**src/rtl/conv_window_scheduler.sv**
```systemverilog
// Raster-scan window scheduler for a KxK convolution datapath: paces pixel intake,
// tracks the window centre and hands one result per interior pixel to the consumer.
//
// state  | meaning
// IDLE   | waiting for i_start, kernel bank may be re-latched
// ACTIVE | accepting pixels of the current frame
// DRAIN  | all pixels taken, waiting for the last result to be consumed
module conv_window_scheduler #(
  parameter int IMG_WIDTH  = 640,
  parameter int IMG_HEIGHT = 480,
  parameter int KERNEL     = 3,
  parameter int KSEL_WIDTH = 2,
  parameter int CW         = $clog2(IMG_WIDTH),
  parameter int RW         = $clog2(IMG_HEIGHT)
) (
  input  logic                  i_clk,
  input  logic                  i_rst_n,
  input  logic                  i_start,
  input  logic                  i_abort,
  input  logic [KSEL_WIDTH-1:0] i_kernel_sel,
  input  logic                  i_pix_valid,
  output logic                  o_pix_ready,
  output logic                  o_shift_en,
  output logic [KSEL_WIDTH-1:0] o_kernel_sel,
  output logic                  o_out_valid,
  input  logic                  i_out_ready,
  output logic [CW-1:0]         o_out_col,
  output logic [RW-1:0]         o_out_row,
  output logic                  o_busy,
  output logic                  o_done
);

  localparam logic [1:0] IDLE   = 2'd0;
  localparam logic [1:0] ACTIVE = 2'd1;
  localparam logic [1:0] DRAIN  = 2'd2;

  localparam logic [CW-1:0] COL_LAST = CW'(IMG_WIDTH - 1);
  localparam logic [RW-1:0] ROW_LAST = RW'(IMG_HEIGHT - 1);
  localparam logic [CW-1:0] COL_MIN  = CW'(KERNEL - 1);
  localparam logic [RW-1:0] ROW_MIN  = RW'(KERNEL - 1);
  localparam logic [CW-1:0] COL_OFS  = CW'(KERNEL / 2);
  localparam logic [RW-1:0] ROW_OFS  = RW'(KERNEL / 2);

  logic [1:0]    state;
  logic [CW-1:0] col;
  logic [RW-1:0] row;
  logic          accept;
  logic          win_accept;
  logic          last_accept;

  // A pending result that the consumer is not taking stalls intake.
  assign o_pix_ready = (state == ACTIVE) && !(o_out_valid && !i_out_ready);
  assign accept      = i_pix_valid && o_pix_ready;
  assign o_shift_en  = accept;
  assign win_accept  = accept && (row >= ROW_MIN) && (col >= COL_MIN);
  assign last_accept = accept && (row == ROW_LAST) && (col == COL_LAST);
  assign o_busy      = (state == ACTIVE) || (state == DRAIN);

  always_ff @(posedge i_clk) begin
    if (!i_rst_n) begin
      state        <= IDLE;
      col          <= '0;
      row          <= '0;
      o_kernel_sel <= '0;
      o_out_valid  <= 1'b0;
      o_out_col    <= '0;
      o_out_row    <= '0;
      o_done       <= 1'b0;
    end else if (i_abort && (state != IDLE)) begin
      state       <= IDLE;
      col         <= '0;
      row         <= '0;
      o_out_valid <= 1'b0;
      o_done      <= 1'b0;
    end else begin
      o_done <= 1'b0;

      // A fresh window result overrides the consumer clearing the old one.
      if (win_accept) begin
        o_out_valid <= 1'b1;
        o_out_col   <= col - COL_OFS;
        o_out_row   <= row - ROW_OFS;
      end else if (i_out_ready) begin
        o_out_valid <= 1'b0;
      end

      case (state)
        IDLE: begin
          if (i_start) begin
            state        <= ACTIVE;
            o_kernel_sel <= i_kernel_sel;
            col          <= '0;
            row          <= '0;
          end
        end
        ACTIVE: begin
          if (accept) begin
            if (col == COL_LAST) begin
              col <= '0;
              row <= row + 1'b1;
            end else begin
              col <= col + 1'b1;
            end
            if (last_accept) state <= DRAIN;
          end
        end
        DRAIN: begin
          if (!o_out_valid || i_out_ready) begin
            state  <= IDLE;
            o_done <= 1'b1;
          end
        end
        default: state <= IDLE;
      endcase
    end
  end

endmodule

```
**config.mk**
```make
export PLATFORM = sky130hd
export DESIGN_NAME = conv_window_scheduler
export DESIGN_NICKNAME = d
export VERILOG_FILES = /design/src/rtl/conv_window_scheduler.sv
export SDC_FILE = /design/constraint.sdc
export NUM_CORES = 1
export LEC_CHECK = 0
export ABC_AREA = 1
export BUFFER_PORTS_ARGS = -buffer_cell sky130_fd_sc_hd__buf_2
export CAP_MARGIN = 20
export CORE_UTILIZATION = 45
export CTS_CLUSTER_DIAMETER = 80
export DETAILED_ROUTE_END_ITERATION = 10
export PLACE_DENSITY = 0.72
export SLEW_MARGIN = 15
export SYNTH_ARGS = -nofsm -noshare
export SYNTH_HDL_FRONTEND = slang
export SYNTH_SLANG_ARGS = --single-unit
```
**constraint.sdc**
```tcl
create_clock -name i_clk -period 4.55 [get_ports i_clk]
set_clock_uncertainty 0.05 [all_clocks]
set_input_delay 1.1375 -clock i_clk [delete_from_list [all_inputs] [get_ports i_clk]]
set_output_delay 1.1375 -clock i_clk [all_outputs]
set_load 0.1 [all_outputs]
```
* Word-level counts from Yosys, hierarchy flattened
Cells that the tools add are included.
** Storage, ports and cells
- Output and inout bits :: 26
- Register bits after elaboration :: 44
- Logic and storage cells :: 66
** Operators by class
- Reduce and logical (&&, ||, !) cells :: 24
- Magnitude comparators :: 2
- Muxes and demuxes :: 16
- Bitwise operators :: 3
- Eq/ne operators :: 9
- Add/subtract/negate cells :: 4
** Operators with widths (number)
- two-way mux 10 bit :: 3
- two-way mux 9 bit :: 3
- one-hot mux 10 bit (2 select lines) :: 1
- one-hot mux 9 bit (2 select lines) :: 1
- adder 10 x 1 -> 10 bit, second input constant :: 1
- == test 10 bit, second input constant :: 1
- greater-or-equal comparator 10 x 2 -> 1 bit, second input constant :: 1
- subtractor 10 x 1 -> 10 bit, second input constant :: 1
- adder 9 x 1 -> 9 bit, second input constant :: 1
- == test 9 bit, second input constant :: 1
- greater-or-equal comparator 9 x 2 -> 1 bit, second input constant :: 1
- subtractor 9 x 1 -> 9 bit, second input constant :: 1
- logical AND 1 bit :: 8
- two-way mux 2 bit :: 4
- AND reduction 4 bit :: 2
- != test 2 bit, second input constant :: 3
- one-hot mux 2 bit (3 select lines) :: 1
- AND reduction 3 bit :: 2
- nonzero test 2 bit :: 3
- != test 2 x 1 -> 1 bit, second input constant :: 2
- logical NOT 1 bit :: 3
- two-way mux 1 bit :: 3
- NOT 1 bit :: 3
- OR reduction 3 bit :: 1
- 6 further kinds :: 7

* Logic depth before layout (Yosys ltp)
- Depth in word-level cells :: 10
- Depth in mapped cells :: 11
- Gate-level depth less buffers :: 10

* Worst setup path after synthesis
Ideal clock, no wire load.
- Kind :: input-to-output
- From :: in i_out_ready
- To :: out o_pix_ready
- Stages :: 4
- Setup slack :: 0.759 ns
- Required time :: 3.363 ns
- Arrival :: 2.603 ns
- Path through :: clkinv_1 > nand2_2 > inv_1 > nor2_1
** Between the ends
- Word-level cells in the longest chain between the ends :: 4
** RTL lines
- start: declaration :: RTL line 26 : input logic i_out_ready,
- logical NOT 1 bit :: RTL line 52 : assign o_pix_ready = (state == ACTIVE) && !(o_out_valid && !i_out_ready);
- logical AND 1 bit :: RTL line 52
- logical NOT 1 bit :: RTL line 52
- logical AND 1 bit :: RTL line 52
- end: declaration :: RTL line 22 : output logic o_pix_ready,
Every way passes these cells.

* Worst setup path after layout
- From :: in i_out_ready
- To :: out o_shift_en
** Between the ends
- Word-level cells in the longest chain between the ends :: 5
** RTL lines
- logical NOT 1 bit :: RTL line 52
- logical AND 1 bit :: RTL line 52
- logical NOT 1 bit :: RTL line 52
- logical AND 1 bit :: RTL line 52
- logical AND 1 bit :: RTL line 53 : assign accept = i_pix_valid && o_pix_ready;
- end: declaration :: RTL line 23 : output logic o_shift_en,
Every way passes these cells.

==> impl_metrics.env <==
export IMPL_status="completed"
export IMPL_wl_met3_um=291
export IMPL_met1_length_mm=2.848
export IMPL_synth_area_per_cell_um2=6.612
export IMPL_netSwitchingFraction_pct=48.77
export IMPL_die_area_um2=5931
export IMPL_crit_type="input pin to output port"
export IMPL_tightest_slew_ps=488.5
export IMPL_dp_cells=477
export IMPL_synthTopCellsByCount="nand2_1 (99), nor2_1 (55), inv_1 (48)"
export IMPL_power_switching_uw=631.7
export IMPL_die_h_um=77.02
export IMPL_clock_latency_ps=300
export IMPL_yosys_area_top_type_share_pct=34.78
export IMPL_cts_buffers=5
export IMPL_fp_coreArea_um2=5270
export IMPL_p_seq_share_pct=32.9
export IMPL_diodes=0
export IMPL_drive_gt1_share_pct=13.77
export IMPL_synth_top_family_by_area="simple AND/OR/NAND/NOR gates"
export IMPL_combinationalPowerShare_pct=48.8
export IMPL_synth_nets=401
export IMPL_reg2regPathDepth=9
export IMPL_yosysTopAreaCell="dfxtp_1"
export IMPL_initial_core_util_pct=48.05
export IMPL_rsz0062_at_grt="false"
export IMPL_whs_path_depth=2
export IMPL_cpMostUsedCell="buf_2"
export IMPL_grt_use_total_pct=19.55
export IMPL_synth_simple_area_share_pct=35.87
export IMPL_yosysSeqAreaShare_pct=34.78
export IMPL_hold_start="o_out_row[2]"
export IMPL_rows=26
export IMPL_grt_pass1_wl_mm=9.480
export IMPL_drtAntennaViolNets=0
export IMPL_clkTransAtPathRegs_ps=80
export IMPL_final_max_slew_violation_count=0
export IMPL_clock_fmax_mhz=305.4
export IMPL_whs_endpoint="o_out_row[2]"
export IMPL_hold_viol_final=0
export IMPL_drv_cap=0
export IMPL_place_detailed_hpwl_mm=4.059
export IMPL_r2r_end="col[4]"
export IMPL_yosysMostFrequentCell="nand2_1"
export IMPL_portBuffers=33
export IMPL_yosys_mux_area_fraction_pct=0
export IMPL_vias=2397
export IMPL_gp_congestion=0.8927
export IMPL_first_pass_iters=5
export IMPL_cp_end_kind="output port"
export IMPL_maxUsedRoutingLayer="met4"
export IMPL_worstPathMaxFanout=5
export IMPL_p_int_uw=663.4
export IMPL_cp_depth=6
export IMPL_synthFlopType="dfxtp_1"
export IMPL_power_density_nw_per_um2=461.7
export IMPL_critPathBufInv=4
export IMPL_chipWidth_um=77.02
export IMPL_postSynth_asyncResetShare_pct=0
export IMPL_postSynthCellCount=383
export IMPL_setup_tns_ps=0
export IMPL_synth_adder_area_share_pct=4.941
export IMPL_hp_class="flip-flop to flip-flop"
export IMPL_timing_final_crit_share_pct=71.96
export IMPL_grt_overflow=0
export IMPL_crit_path_max_incr_delay_ps=420
export IMPL_synth_area_um2=2532
export IMPL_synth_xor_area_share_pct=3.113
export IMPL_antenna_found_initial=0
export IMPL_cts_htree_levels=2
export IMPL_synth_warnings=0
export IMPL_worstPathRequired_ps=3360
export IMPL_grt_pass1_vias=2138
export IMPL_cts_setup_buffers=0
export IMPL_drt_iter0_drc=148
export IMPL_cts_tree="done"
export IMPL_layout_cells_non_filler=484
export IMPL_ys_ff_latch=44
export IMPL_root_buffer="clkbuf_8"
export IMPL_synth_edf_count=0
export IMPL_worstSetupStartpointType="input pin"
export IMPL_crit_arrival_ps=2090
export IMPL_wire_per_inst_um=11.12
export IMPL_vdd_drop_max_uv=487.4
export IMPL_slew_headroom_pct=67.65
export IMPL_regToRegSetupSlack_ps=2350
export IMPL_postCtsResizedCells=0
export IMPL_critPathTopFamily="buffers and inverters"
export IMPL_p_leak_uw=0.001299
export IMPL_fin_nets=432
export IMPL_synthTopCellsByArea="dfxtp_1 (35%), nand2_1 (15%), nor2_1 (8.2%)"
export IMPL_grt_max_degree=29
export IMPL_clkPwrFrac_pct=18.3
export IMPL_cts_num_sinks=44
export IMPL_ioPinCount=34
export IMPL_area_growth_pct=10.77
export IMPL_dr_wl_met2_mm=2.173
export IMPL_drc_errors=0
export IMPL_yosysUniqueCellTypes=28
export IMPL_crit_path_cell_trace="buf_2 -> clkinv_1 -> nand2_2 -> nand3_2 -> inv_1 -> buf_2"
export IMPL_finalWirelength_mm=5.383
export IMPL_cts_hold_buffers=0
export IMPL_synth_compound_area_share_pct=10.62
export IMPL_place_area_um2=2724
export IMPL_setup_viol=0
export IMPL_period_minus_slack_ps=3274
export IMPL_design_area_um2=2805
export IMPL_finalPower_uw=1295
export IMPL_timing_rr_start="state[0]"
export IMPL_cts_buffer_depth=2
export IMPL_cp_slowest_cell="buf_2"
export IMPL_viasPerCell=4.952
## cell families after synthesis
family                   count (synthesis)
XOR/XNOR                                 9
buffers and inverters                   63
adder cells (fa/ha/maj)                 10
flip-flops                              44
AND/OR/NAND/NOR                        206
AO/OA/AOI/OAI                           51
## state kept, by name, indices dropped and copies added, names as in the netlist
signal,cells
col,10
o_out_col,10
o_out_row,9
row,9
o_kernel_sel,2
state,2
o_done,1
o_out_valid,1
## how the worst max path moves through the flow
stage / end / from
finish: o_shift_en / i_out_ready
CTS: o_shift_en / i_out_ready
global placement: o_shift_en / i_out_ready
detailed placement: o_shift_en / i_out_ready
floorplan: o_pix_ready / i_out_ready
global route: o_shift_en / i_out_ready
## through the flow
stage	worst slack [ps]	hold slack (ps)	utilization (%)
detailed placement	1262	401.9	51.69
floorplan	759.5	431.9	-
finish	1276	410.3	53.23
global route	1185	436.1	53.23
global placement	1302	395.8	51.69
CTS	1265	413.9	53.23
## metal layers
layer,GRT usage [%],vias to the layer above
met5,0,-
met4,6.226,0
met3,3.333,9
met2,29.11,74
met1,28.41,1044
li1,-,1270
## power by group through the flow
| stage | clock (µW) | sequential [µW] | combinational, µW |
|---|---|---|---|
| 6_report | 237 | 426 | 633 |
| 5_1_grt | 261 | 430 | 702 |
| 4_1_cts | 242 | 426 | 633 |
| 3_5_place_dp | 0 | 435 | 629 |
| 3_3_place_gp | 0 | 434 | 621 |
| 2_1_floorplan | 0 | 470 | 483 |
## final cells by class
cell class	count	area, µm²
repair buffers	33	165.2
clock buffers	5	68.82
well taps	70	87.58
fillers	569	2465
clock inverters	2	12.51
flip-flops and latches	44	880.8
multi-input cells	276	1381
inverters	54	209.0
## worst reg2reg max path: cells and delay by family, from the launching register on
family	cells	cell delay (ps)
flops	1	340
buf+inv	3	550
simple gates	4	890
fa+ha+maj	1	200
compound gates	1	120
## layout by cell type (no fill, tap or decap)
master / count
a21oi_4: 1
clkinv_1: 2
buf_2: 33
a21oi_1: 31
nor2_1: 55
nand4_1: 13
dfxtp_1: 44
nand3_4: 1
inv_1: 48
nor3_1: 7
xor2_1: 8
clkinvlp_4: 1
clkinv_2: 2
xnor2_1: 1
o21ai_0: 18
ha_1: 10
nand2_2: 3
nand2_1: 99
nand2_4: 1
nand3_1: 18
nand3_2: 2
nor2_2: 3
clkbuf_8: 5
nor3b_1: 2
nor2_4: 2
inv_2: 2
o21a_1: 1
clkinv_4: 1
(Power assumes the default switching activity.)
